<file path="src/rtl/diamond_pkg.sv">
// Shared types and the player/gem overlap test for the gem manager.
package diamond_pkg;

    typedef struct packed {
        logic [9:0] x;
        logic [9:0] y;
        logic       present;
        logic       collected;
    } slot_t;

    typedef enum logic [1:0] {
        IDLE = 2'd0,
        SCAN = 2'd1,
        DONE = 2'd2
    } scan_state_t;

    // Strict box overlap on the un-bobbed gem; sums widened to 11 bits so edges near 1023 do not wrap.
    function automatic logic overlap(
        input logic [9:0]  px,
        input logic [9:0]  py,
        input logic [9:0]  gx,
        input logic [9:0]  gy,
        input logic [10:0] size,
        input logic [10:0] pw,
        input logic [10:0] ph
    );
        logic [10:0] px_w, py_w, gx_w, gy_w;
        px_w = {1'b0, px};
        py_w = {1'b0, py};
        gx_w = {1'b0, gx};
        gy_w = {1'b0, gy};
        return (px_w < gx_w + size) && (gx_w < px_w + pw) &&
               (py_w < gy_w + size) && (gy_w < py_w + ph);
    endfunction

endpackage

</file>
<file path="src/rtl/diamond_slot_hit.sv">
// Combinational draw test for one gem slot: hit flag plus sprite ROM offset.
module diamond_slot_hit
    import diamond_pkg::*;
#(
    parameter int SIZE   = 20,
    parameter int ADDR_W = 9
) (
    input  slot_t              slot,
    input  logic [9:0]         bob,
    input  logic [9:0]         draw_x,
    input  logic [9:0]         draw_y,
    output logic               hit,
    output logic [ADDR_W-1:0]  offset
);

    logic [10:0] x_lo, x_hi, y_lo, y_hi;
    logic [10:0] dx, dy, col, row;

    always_comb begin
        x_lo = {1'b0, slot.x};
        x_hi = x_lo + 11'(SIZE);
        y_lo = {1'b0, slot.y} + {1'b0, bob};
        y_hi = y_lo + 11'(SIZE);
        dx   = {1'b0, draw_x};
        dy   = {1'b0, draw_y};
        hit  = slot.present && !slot.collected &&
               (dx >= x_lo) && (dx < x_hi) &&
               (dy >= y_lo) && (dy < y_hi);
        // Only meaningful when hit; the top zeroes the address otherwise.
        col    = dx - x_lo;
        row    = dy - y_lo;
        offset = ADDR_W'(col) + ADDR_W'(row) * ADDR_W'(SIZE);
    end

endmodule

</file>
<file path="src/rtl/diamond_field.sv">
// Collectible-gem manager for one colour: loadable slots, registered draw path,
// per-frame player overlap scan and bob animation.
module diamond_field
    import diamond_pkg::*;
#(
    parameter int N_DIAM     = 3,
    parameter int SIZE       = 20,
    parameter int ADDR_W     = 9,
    parameter int PLAYER_W   = 24,
    parameter int PLAYER_H   = 32,
    parameter int BOB_PERIOD = 32,
    parameter int BOB_AMP    = 2,
    localparam int IDX_W     = (N_DIAM > 1) ? $clog2(N_DIAM) : 1,
    localparam int CNT_W     = $clog2(N_DIAM + 1)
) (
    input  logic              Clk,
    input  logic              Reset_n,
    input  logic              frame_tick,
    input  logic              level_start,
    input  logic              load_en,
    input  logic [IDX_W-1:0]  load_idx,
    input  logic [9:0]        load_x,
    input  logic [9:0]        load_y,
    input  logic [9:0]        player_x,
    input  logic [9:0]        player_y,
    input  logic [9:0]        DrawX,
    input  logic [9:0]        DrawY,
    output logic              is_diamond,
    output logic [ADDR_W-1:0] diamond_address,
    output logic [IDX_W-1:0]  diamond_id,
    output logic              collect_pulse,
    output logic [IDX_W-1:0]  collect_id,
    output logic [CNT_W-1:0]  collected_count,
    output logic              all_collected,
    output logic              scan_busy
);

    localparam int PH_W = $clog2(BOB_PERIOD);
    localparam logic [IDX_W:0] N_LIM = (IDX_W + 1)'(N_DIAM);

    slot_t               slots [N_DIAM];
    scan_state_t         state, state_next;
    logic [IDX_W-1:0]    idx, idx_next;
    logic [9:0]          px_l, py_l;
    logic [PH_W-1:0]     phase;
    logic [9:0]          bob;
    logic                latch_player;
    logic                scan_hit;
    logic                load_ok;

    logic [N_DIAM-1:0]   hits;
    logic [ADDR_W-1:0]   offsets [N_DIAM];
    logic                hit_any;
    logic [IDX_W-1:0]    hit_id;
    logic [ADDR_W-1:0]   hit_addr;
    logic [N_DIAM-1:0]   present_mask, pending_mask;

    assign bob       = (phase < PH_W'(BOB_PERIOD / 2)) ? 10'd0 : 10'(BOB_AMP);
    assign load_ok   = load_en && ({1'b0, load_idx} < N_LIM);
    assign scan_busy = (state != IDLE);

    for (genvar g = 0; g < N_DIAM; g++) begin : g_slot
        diamond_slot_hit #(
            .SIZE   (SIZE),
            .ADDR_W (ADDR_W)
        ) u_hit (
            .slot   (slots[g]),
            .bob    (bob),
            .draw_x (DrawX),
            .draw_y (DrawY),
            .hit    (hits[g]),
            .offset (offsets[g])
        );
    end

    // Lowest index wins: walk downwards so the last assignment is the lowest hit.
    always_comb begin
        hit_any  = 1'b0;
        hit_id   = '0;
        hit_addr = '0;
        for (int k = N_DIAM - 1; k >= 0; k--) begin
            if (hits[k]) begin
                hit_any  = 1'b1;
                hit_id   = IDX_W'(k);
                hit_addr = offsets[k];
            end
        end
    end

    always_comb begin
        present_mask = '0;
        pending_mask = '0;
        for (int k = 0; k < N_DIAM; k++) begin
            present_mask[k] = slots[k].present;
            pending_mask[k] = slots[k].present && !slots[k].collected;
        end
        all_collected = (present_mask != '0) && (pending_mask == '0);
    end

    always_comb begin
        state_next   = state;
        idx_next     = idx;
        latch_player = 1'b0;
        scan_hit     = 1'b0;
        case (state)
            IDLE: begin
                if (frame_tick) begin
                    state_next   = SCAN;
                    idx_next     = '0;
                    latch_player = 1'b1;
                end
            end
            SCAN: begin
                // A load to the slot under test in the same cycle takes precedence.
                scan_hit = slots[idx].present && !slots[idx].collected &&
                           overlap(px_l, py_l, slots[idx].x, slots[idx].y,
                                   11'(SIZE), 11'(PLAYER_W), 11'(PLAYER_H)) &&
                           !(load_en && (load_idx == idx));
                if (idx == IDX_W'(N_DIAM - 1)) begin
                    state_next = DONE;
                end else begin
                    idx_next = idx + 1'b1;
                end
            end
            DONE:    state_next = IDLE;
            default: state_next = IDLE;
        endcase
        if (level_start) begin
            state_next   = IDLE;
            latch_player = 1'b0;
            scan_hit     = 1'b0;
        end
    end

    always_ff @(posedge Clk) begin
        if (!Reset_n) begin
            for (int k = 0; k < N_DIAM; k++) begin
                slots[k] <= '0;
            end
            state           <= IDLE;
            idx             <= '0;
            px_l            <= '0;
            py_l            <= '0;
            phase           <= '0;
            is_diamond      <= 1'b0;
            diamond_address <= '0;
            diamond_id      <= '0;
            collect_pulse   <= 1'b0;
            collect_id      <= '0;
            collected_count <= '0;
        end else begin
            state           <= state_next;
            idx             <= idx_next;
            is_diamond      <= hit_any;
            diamond_address <= hit_addr;
            diamond_id      <= hit_id;
            collect_pulse   <= scan_hit;
            if (latch_player) begin
                px_l <= player_x;
                py_l <= player_y;
            end
            if (level_start) begin
                for (int k = 0; k < N_DIAM; k++) begin
                    slots[k].collected <= 1'b0;
                end
                collected_count <= '0;
                phase           <= '0;
            end else begin
                if (scan_hit) begin
                    slots[idx].collected <= 1'b1;
                    collect_id           <= idx;
                    if (collected_count < CNT_W'(N_DIAM)) begin
                        collected_count <= collected_count + 1'b1;
                    end
                end
                if (frame_tick) begin
                    phase <= (phase == PH_W'(BOB_PERIOD - 1)) ? '0 : phase + 1'b1;
                end
            end
            for (int k = 0; k < N_DIAM; k++) begin
                if (load_ok && (load_idx == IDX_W'(k))) begin
                    slots[k] <= '{x: load_x, y: load_y, present: 1'b1, collected: 1'b0};
                end
            end
        end
    end

endmodule

</file>
<file path="config.mk">
export PLATFORM = sky130hd
export DESIGN_NAME = diamond_field
export DESIGN_NICKNAME = d
export VERILOG_FILES = /design/src/rtl/diamond_pkg.sv /design/src/rtl/diamond_slot_hit.sv /design/src/rtl/diamond_field.sv
export SDC_FILE = /design/constraint.sdc
export NUM_CORES = 1
export LEC_CHECK = 0
export CAP_MARGIN = 15
export CORE_ASPECT_RATIO = 0.6
export CORE_MARGIN = 3
export CORE_UTILIZATION = 50
export DETAILED_ROUTE_END_ITERATION = 10
export PLACE_DENSITY = 0.7
export SYNTH_ARGS = -nofsm -noshare
export SYNTH_HDL_FRONTEND = slang
export SYNTH_SLANG_ARGS = --single-unit
</file>
<file path="constraint.sdc">
create_clock -name Clk -period 7.45 [get_ports Clk]
set_clock_uncertainty 0.15 [all_clocks]
set_input_delay 1.1175 -clock Clk [delete_from_list [all_inputs] [get_ports Clk]]
set_output_delay 1.1175 -clock Clk [all_outputs]
set_load 0.02 [all_outputs]
</file>
After elaboration in Yosys (flattened, before gate mapping)
Memory sizes are Yosys's and may differ from the RTL's. A register that Yosys moved wholly into a read port is not among the register bits.
Cells that the tools add are included.
{"block": "totals", "mem_count": 1, "input_bits": 67, "output_inout_bits": 19, "regBits": 46, "mem_bits_rw": 66}
{"memory": "slots", "words": 3, "word_bits": 22, "read_ports": 4, "rd_ports_with_merged_regs": 1, "wr": 4, "line_no": "diamond_field.sv:41", "rtl": "slot_t slots [N_DIAM];"}
{"block": "op_classes", "muxes": 49, "add_sub_neg": 25, "n_lt_le_gt_ge": 19, "n_eq_ne": 9, "n_bitwise": 11, "reduce_logical": 45, "multipliers": 3}
{"op": "less-than comparator 10 x 11 -> 1 bit", "count": 10}
{"op": "adder 10 x 5 -> 11 bit (second input constant)", "count": 6}
{"op": "2-to-1 mux 21 bit", "count": 3}
{"op": "subtractor 9 bit", "count": 6}
{"op": "adder 10 x 2 -> 11 bit", "count": 3}
{"op": "adder 11 x 5 -> 11 bit (second input constant)", "count": 3}
{"op": ">= comparator 10 x 11 -> 1 bit", "count": 3}
{"op": "2-to-1 mux 1 bit", "count": 32}
{"op": ">= comparator 10 bit", "count": 3}
{"op": "adder 9 bit", "count": 3}
{"op": "logical AND 1 bit", "count": 27}
{"op": "multiplier 9 x 3 -> 7 bit (second input constant)", "count": 3}
{"op": "2-to-1 mux 9 bit", "count": 3}
{"op": "2-to-1 mux 2 bit", "count": 8}
{"op": "adder 10 x 6 -> 11 bit (second input constant)", "count": 1}
{"op": "OR 1 bit", "count": 9}
{"op": "one-hot mux 2 bit (2 select lines)", "count": 2}
{"op": "!= test 2 bit (second input constant)", "count": 3}
{"op": "AND reduction 2 bit", "count": 3}
{"op": "adder 5 x 1 -> 5 bit (second input constant)", "count": 1}
{"op": "equality test 5 bit (second input constant)", "count": 1}
{"op": "logical NOT 1 bit", "count": 5}
{"op": "less-than comparator 5 bit (second input constant)", "count": 1}
{"op": "2-to-1 mux 5 bit", "count": 1}
{"op": "other kinds (13)", "count": 21}

Longest topological paths before layout
{"block": "depth", "depth_word": 13, "mapped_depth": 21}

Cells and area by module
From an unflattened synthesis, not the netlist that was laid out.
{"block": "unflattened", "cells_unflattened": 1435, "hier_area_um2": 13096.3}
{"mod": "diamond_field", "n_inst": 1, "cells_per_inst": 614, "area_each_um2": 6348.6}
{"mod": "diamond_slot_hit (g_slot[1].u_hit ...)", "n_inst": 2, "cells_per_inst": 271, "area_each_um2": 2247.2}
{"mod": "diamond_slot_hit (g_slot[0].u_hit)", "n_inst": 1, "cells_per_inst": 279, "area_each_um2": 2253.4}

Worst setup path before layout
No wires, ideal clock.
{"block": "synth_timing", "path_kind": "in2reg", "startpoint": "input port DrawY[0]", "endpoint": "register diamond_address[8]", "setup_time_ps": 119, "arrival_time_ps": 4691, "stages": 16, "path_buffers": 0, "path_slack_ps": 2489, "cell_sequence": "inv_1 ha_1 fa_1 o21bai_1 a21oi_1 xnor2_1 ha_1 inv_1 fa_1 xnor2_1 fa_1 ha_1 o41a_1 xnor3_1 o21ai_0 a21oi_1"}
{"block": "synth_via", "elab_chain_cells": 6, "word_cells_on_any_way": 24}
{"element": "from (decl)", "line_no": "diamond_field.sv:27", "rtl": "input logic [9:0] DrawY,"}
{"element": "subtractor 9 bit or >= comparator 10 x 11 -> 1 bit (tied branches)", "line_no": "diamond_slot_hit.sv:31, diamond_slot_hit.sv:28"}
{"element": "multiplier 9 x 3 -> 7 bit or logical AND 1 bit (tied branches)", "line_no": "diamond_slot_hit.sv:32, diamond_slot_hit.sv:27"}
{"element": "adder 9 bit or logical AND 1 bit (tied branches)", "line_no": "diamond_slot_hit.sv:32, diamond_slot_hit.sv:28"}
{"element": "2-to-1 mux 9 bit (2 in a row)", "line_no": "diamond_field.sv:82", "rtl": "if (hits[k]) begin"}
{"element": "2-to-1 mux 9 bit (*)", "line_no": "diamond_field.sv:82"}
{"element": "to (signal assigned)", "line_no": "diamond_field.sv:155", "rtl": "diamond_address <= hit_addr;"}
{"element": "to (decl)", "line_no": "diamond_field.sv:29", "rtl": "output logic [ADDR_W-1:0] diamond_address,"}
Every way passes the cells marked *; elsewhere a longest branch is shown, timed or not.
A chain may end at the register's enable or synchronous reset.

Final worst setup path
{"block": "layout_timing", "startpoint": "input port DrawY[2]", "endpoint": "register diamond_address[8]"}
Same word-level chain as after synthesis.

==> out/results.ini <==
[status]
status = completed

[layout]
fin_cells = 1754
fillers = 2075
fin_nets = 1733
register_area_um2 = 2880
postLayoutCoreUtil_pct = 58.9
area_growth_pct = 14.5
multiInputGateArea_um2 = 8560
drive_gt1_share_pct = 4.10

[clocking]
clk_latency_ns = 0.42
numCtsBuffers = 17
hold_buffers = 0
cts_resized = 0
cts_setup_buffers = 0
htree_levels = 4
cts_tree = built
clk_pin_slew_ns = 0.06
cts_buffer_depth = 2
clock-sinks = 114
clock-root-buffer = clkbuf_16

[yosys]
synth-async-reset-ratio_pct = 0
yosysWarnings = 0
synth_seq_cells = 114
postSynthNetCount = 1654
ys_types = 76
syn_area_um2 = 12000
ys_seq_area_share_pct = 24.0
syn_inst = 1346
synth-edff-count = 60
syn_avg_cell_area_um2 = 8.93
ys.flop_type = edfxtp_1

[worst_setup_path]
cp_cell_sequence = clkdlybuf4s50_1 -> ha_1 -> inv_1 -> o21ai_0 -> a21bo_2 -> a21boi_0 -> ha_1 -> ha_1 -> inv_1 -> fa_1 -> fa_1 -> inv_1 -> ha_1 -> nor3_1 -> nor2_1 -> o41ai_1 -> xor2_1 -> nand3_1 -> a21oi_1
cp.required_ns = 7.66
cp-start-kind = input pin
max_stage_delay_ns = 0.62
crit_top_cell = ha_1
worstSetupEndpointType = flop
slowest_stage = clkdlybuf4s50_1
cp_data_arrival_time_ns = 5.87
critical_path_class = input pin to flop
path_max_fanout = 9

[route]
drt_iter0_markers = 1036
drc = 0
drt.antenna.violating_nets = 0
drtPass1Iterations = 5
drt-total-wl_um = 33700
viasPerCell = 5.79
wl_per_cell_um = 19.2
vias = 10200

[die]
initial_core_util_pct = 51.5
num_io_pins = 86
fp.dieW_um = 206
dieArea_um2 = 26000
fp-row-count = 43
dieHeight_um = 126
fp.coreArea_um2 = 23300

[sta]
final_max_slew_viol_count = 0
max_freq_mhz = 177
slew_headroom_pct = 21.5
hold_violations = 0
min_period_ns = 5.66
finalSetupTns_ns = 0
tightest_slew_ns = 1.18
rsz0062_at_grt = false
setup_viol = 0
timing.final.crit_share_pct = 76.0
setup_ws_ns = 1.79

[global_routing]
antenna_found_initial = 0
grt.total_usage_pct = 26.3
grt_pass1_wl_um = 53700
grt-ovfl-total = 0
grt_pass1_vias = 9728
grt_max_degree = 28

[placed_design]
place_ws_ns = 1.44
gp_congestion = 0.964
portBuffers = 85
dp_hpwl_um = 26900
place_inst = 1719

[power_and_ir_drop]
power_density_nw_per_um2 = 215
leakagePower_nw = 5.80
ir_drop_uv = 175

[hold_path]
hp-class = flop to flop

[flow_run]
max_cap_violations = 0

[synth_stat cells (6+ instances only)]
cell / number / area [µm²]
a2111oi_0: 6 / 52.6
a211oi_1: 7 / 52.6
a21o_1: 31 / 233
a21oi_1: 92 / 460
a31oi_1: 11 / 68.8
and2_1: 63 / 394
buf_2: 6 / 30.0
clkbuf_1: 20 / 75.1
dfxtp_1: 54 / 1080
edfxtp_1: 60 / 1800
fa_1: 30 / 601
ha_1: 211 / 2640
inv_1: 111 / 417
mux2i_1: 28 / 280
nand2_1: 111 / 417
nand2b_1: 8 / 50.1
nand3_1: 35 / 175
nand4_1: 13 / 81.3
nor2_1: 69 / 259
nor2b_1: 17 / 106
nor3_1: 27 / 135
nor3b_1: 7 / 52.6
o2111ai_1: 8 / 70.1
o211ai_1: 10 / 75.1
o21a_1: 21 / 158
o21ai_0: 68 / 340
o21bai_1: 7 / 52.6
xnor2_1: 72 / 631
xor2_1: 49 / 429
[state kept, by name, indices dropped and copies added (netlist names), named ones only]
signal           count
slots               66
px_l                10
collect_id           2
py_l                10
collected_count      2
collect_pulse        1
diamond_address      9
idx                  2
is_diamond           1
state                2
phase                5
diamond_id           2
[power by group]
| group | leakage [nW] | internal, W | switching, W |
|---|---|---|---|
| Combinational | 4.50 | 0.000655 | 0.000761 |
| Sequential | 1.02 | 0.000696 | 0.0000471 |
| Clock | 0.283 | 0.000481 | 0.000323 |
| Total | 5.80 | 0.00183 | 0.00113 |
[through the flow]
| step | area (µm²) | total power, W | hold WS [ns] |
|---|---|---|---|
| 4_1_cts | 13700 | 0.00295 | 0.325 |
| 2_1_floorplan | 12000 | 0.00178 | 0.292 |
| 3_3_place_gp | 13200 | 0.00209 | 0.312 |
| 3_5_place_dp | 13200 | 0.00213 | 0.312 |
| 5_1_grt | 13800 | 0.00317 | 0.348 |
| 6_report | 13800 | 0.00296 | 0.320 |
[area by class of cell]
class	instances	area share (%)
Sequential cell	114	20.9
Timing Repair Buffer	94	6.76
Antenna cell	1	0.0182
Tap cell	315	2.86
Multi-Input combinational cell	1086	62.2
Inverter	112	3.05
Clock buffer	18	3.27
Clock inverter	14	0.909
[layer usage]
layer	share of wire [%]	track usage (%)	vias up
met2	42	38.2	369
met4	0.79	4.07	0
li1	-	-	4949
met3	8.5	6.90	25
met5	0	0	-
met1	49	39.7	4819
[final timing paths]
| kind | from | to | slack (ns) | cells past startpoint |
|---|---|---|---|---|
| setup / recovery | DrawY[2] | diamond_address[8] | 1.79 | 19 |
| hold / removal | slots[0][1] | slots[0][1] | 0.32 | 1 |
| setup reg to reg | phase[4] | diamond_address[8] | 1.85 | 20 |
| hold reg to reg | slots[0][1] | slots[0][1] | 0.32 | 1 |
[placed cells by master (no fill, tap or decap), drive strengths merged, types with 4 or more instances in the layout]
master,count
a21o,31
a211oi,7
nand2,111
fa,30
clkdlybuf4s50,85
nor3,27
a21oi,92
xnor2,72
or3,4
nand3,35
nand3b,5
nor2,70
nand2b,8
a31oi,11
and3,5
clkbuf,18
ha,211
xor2,49
inv,117
a2111oi,6
o211ai,10
dfxtp,54
a21boi,5
nor4,4
o311ai,4
nand4,13
o2111ai,8
o21a,21
o21bai,7
buf,9
o21ai,76
mux2i,28
edfxtp,60
nor2b,18
clkinv,6
nor3b,7
and2,63
[cell families after synthesis]
logic type / share of synthesized area [%]
compound gates: 16.7
xor+xnor: 9.00
fa+ha+maj: 27.0
buf+inv: 5.08
flops: 24.0
mux: 2.33
simple gates: 16.0
[critical path, delay by kind of cell]
kind / cells / cell delay (ns)
fa+ha+maj: 6 / 2.30
compound gates: 5 / 1.05
buf+inv: 4 / 0.82
simple gates: 3 / 0.39
xor+xnor: 1 / 0.19
No activity file was read; power rests on OpenSTA's default activity.
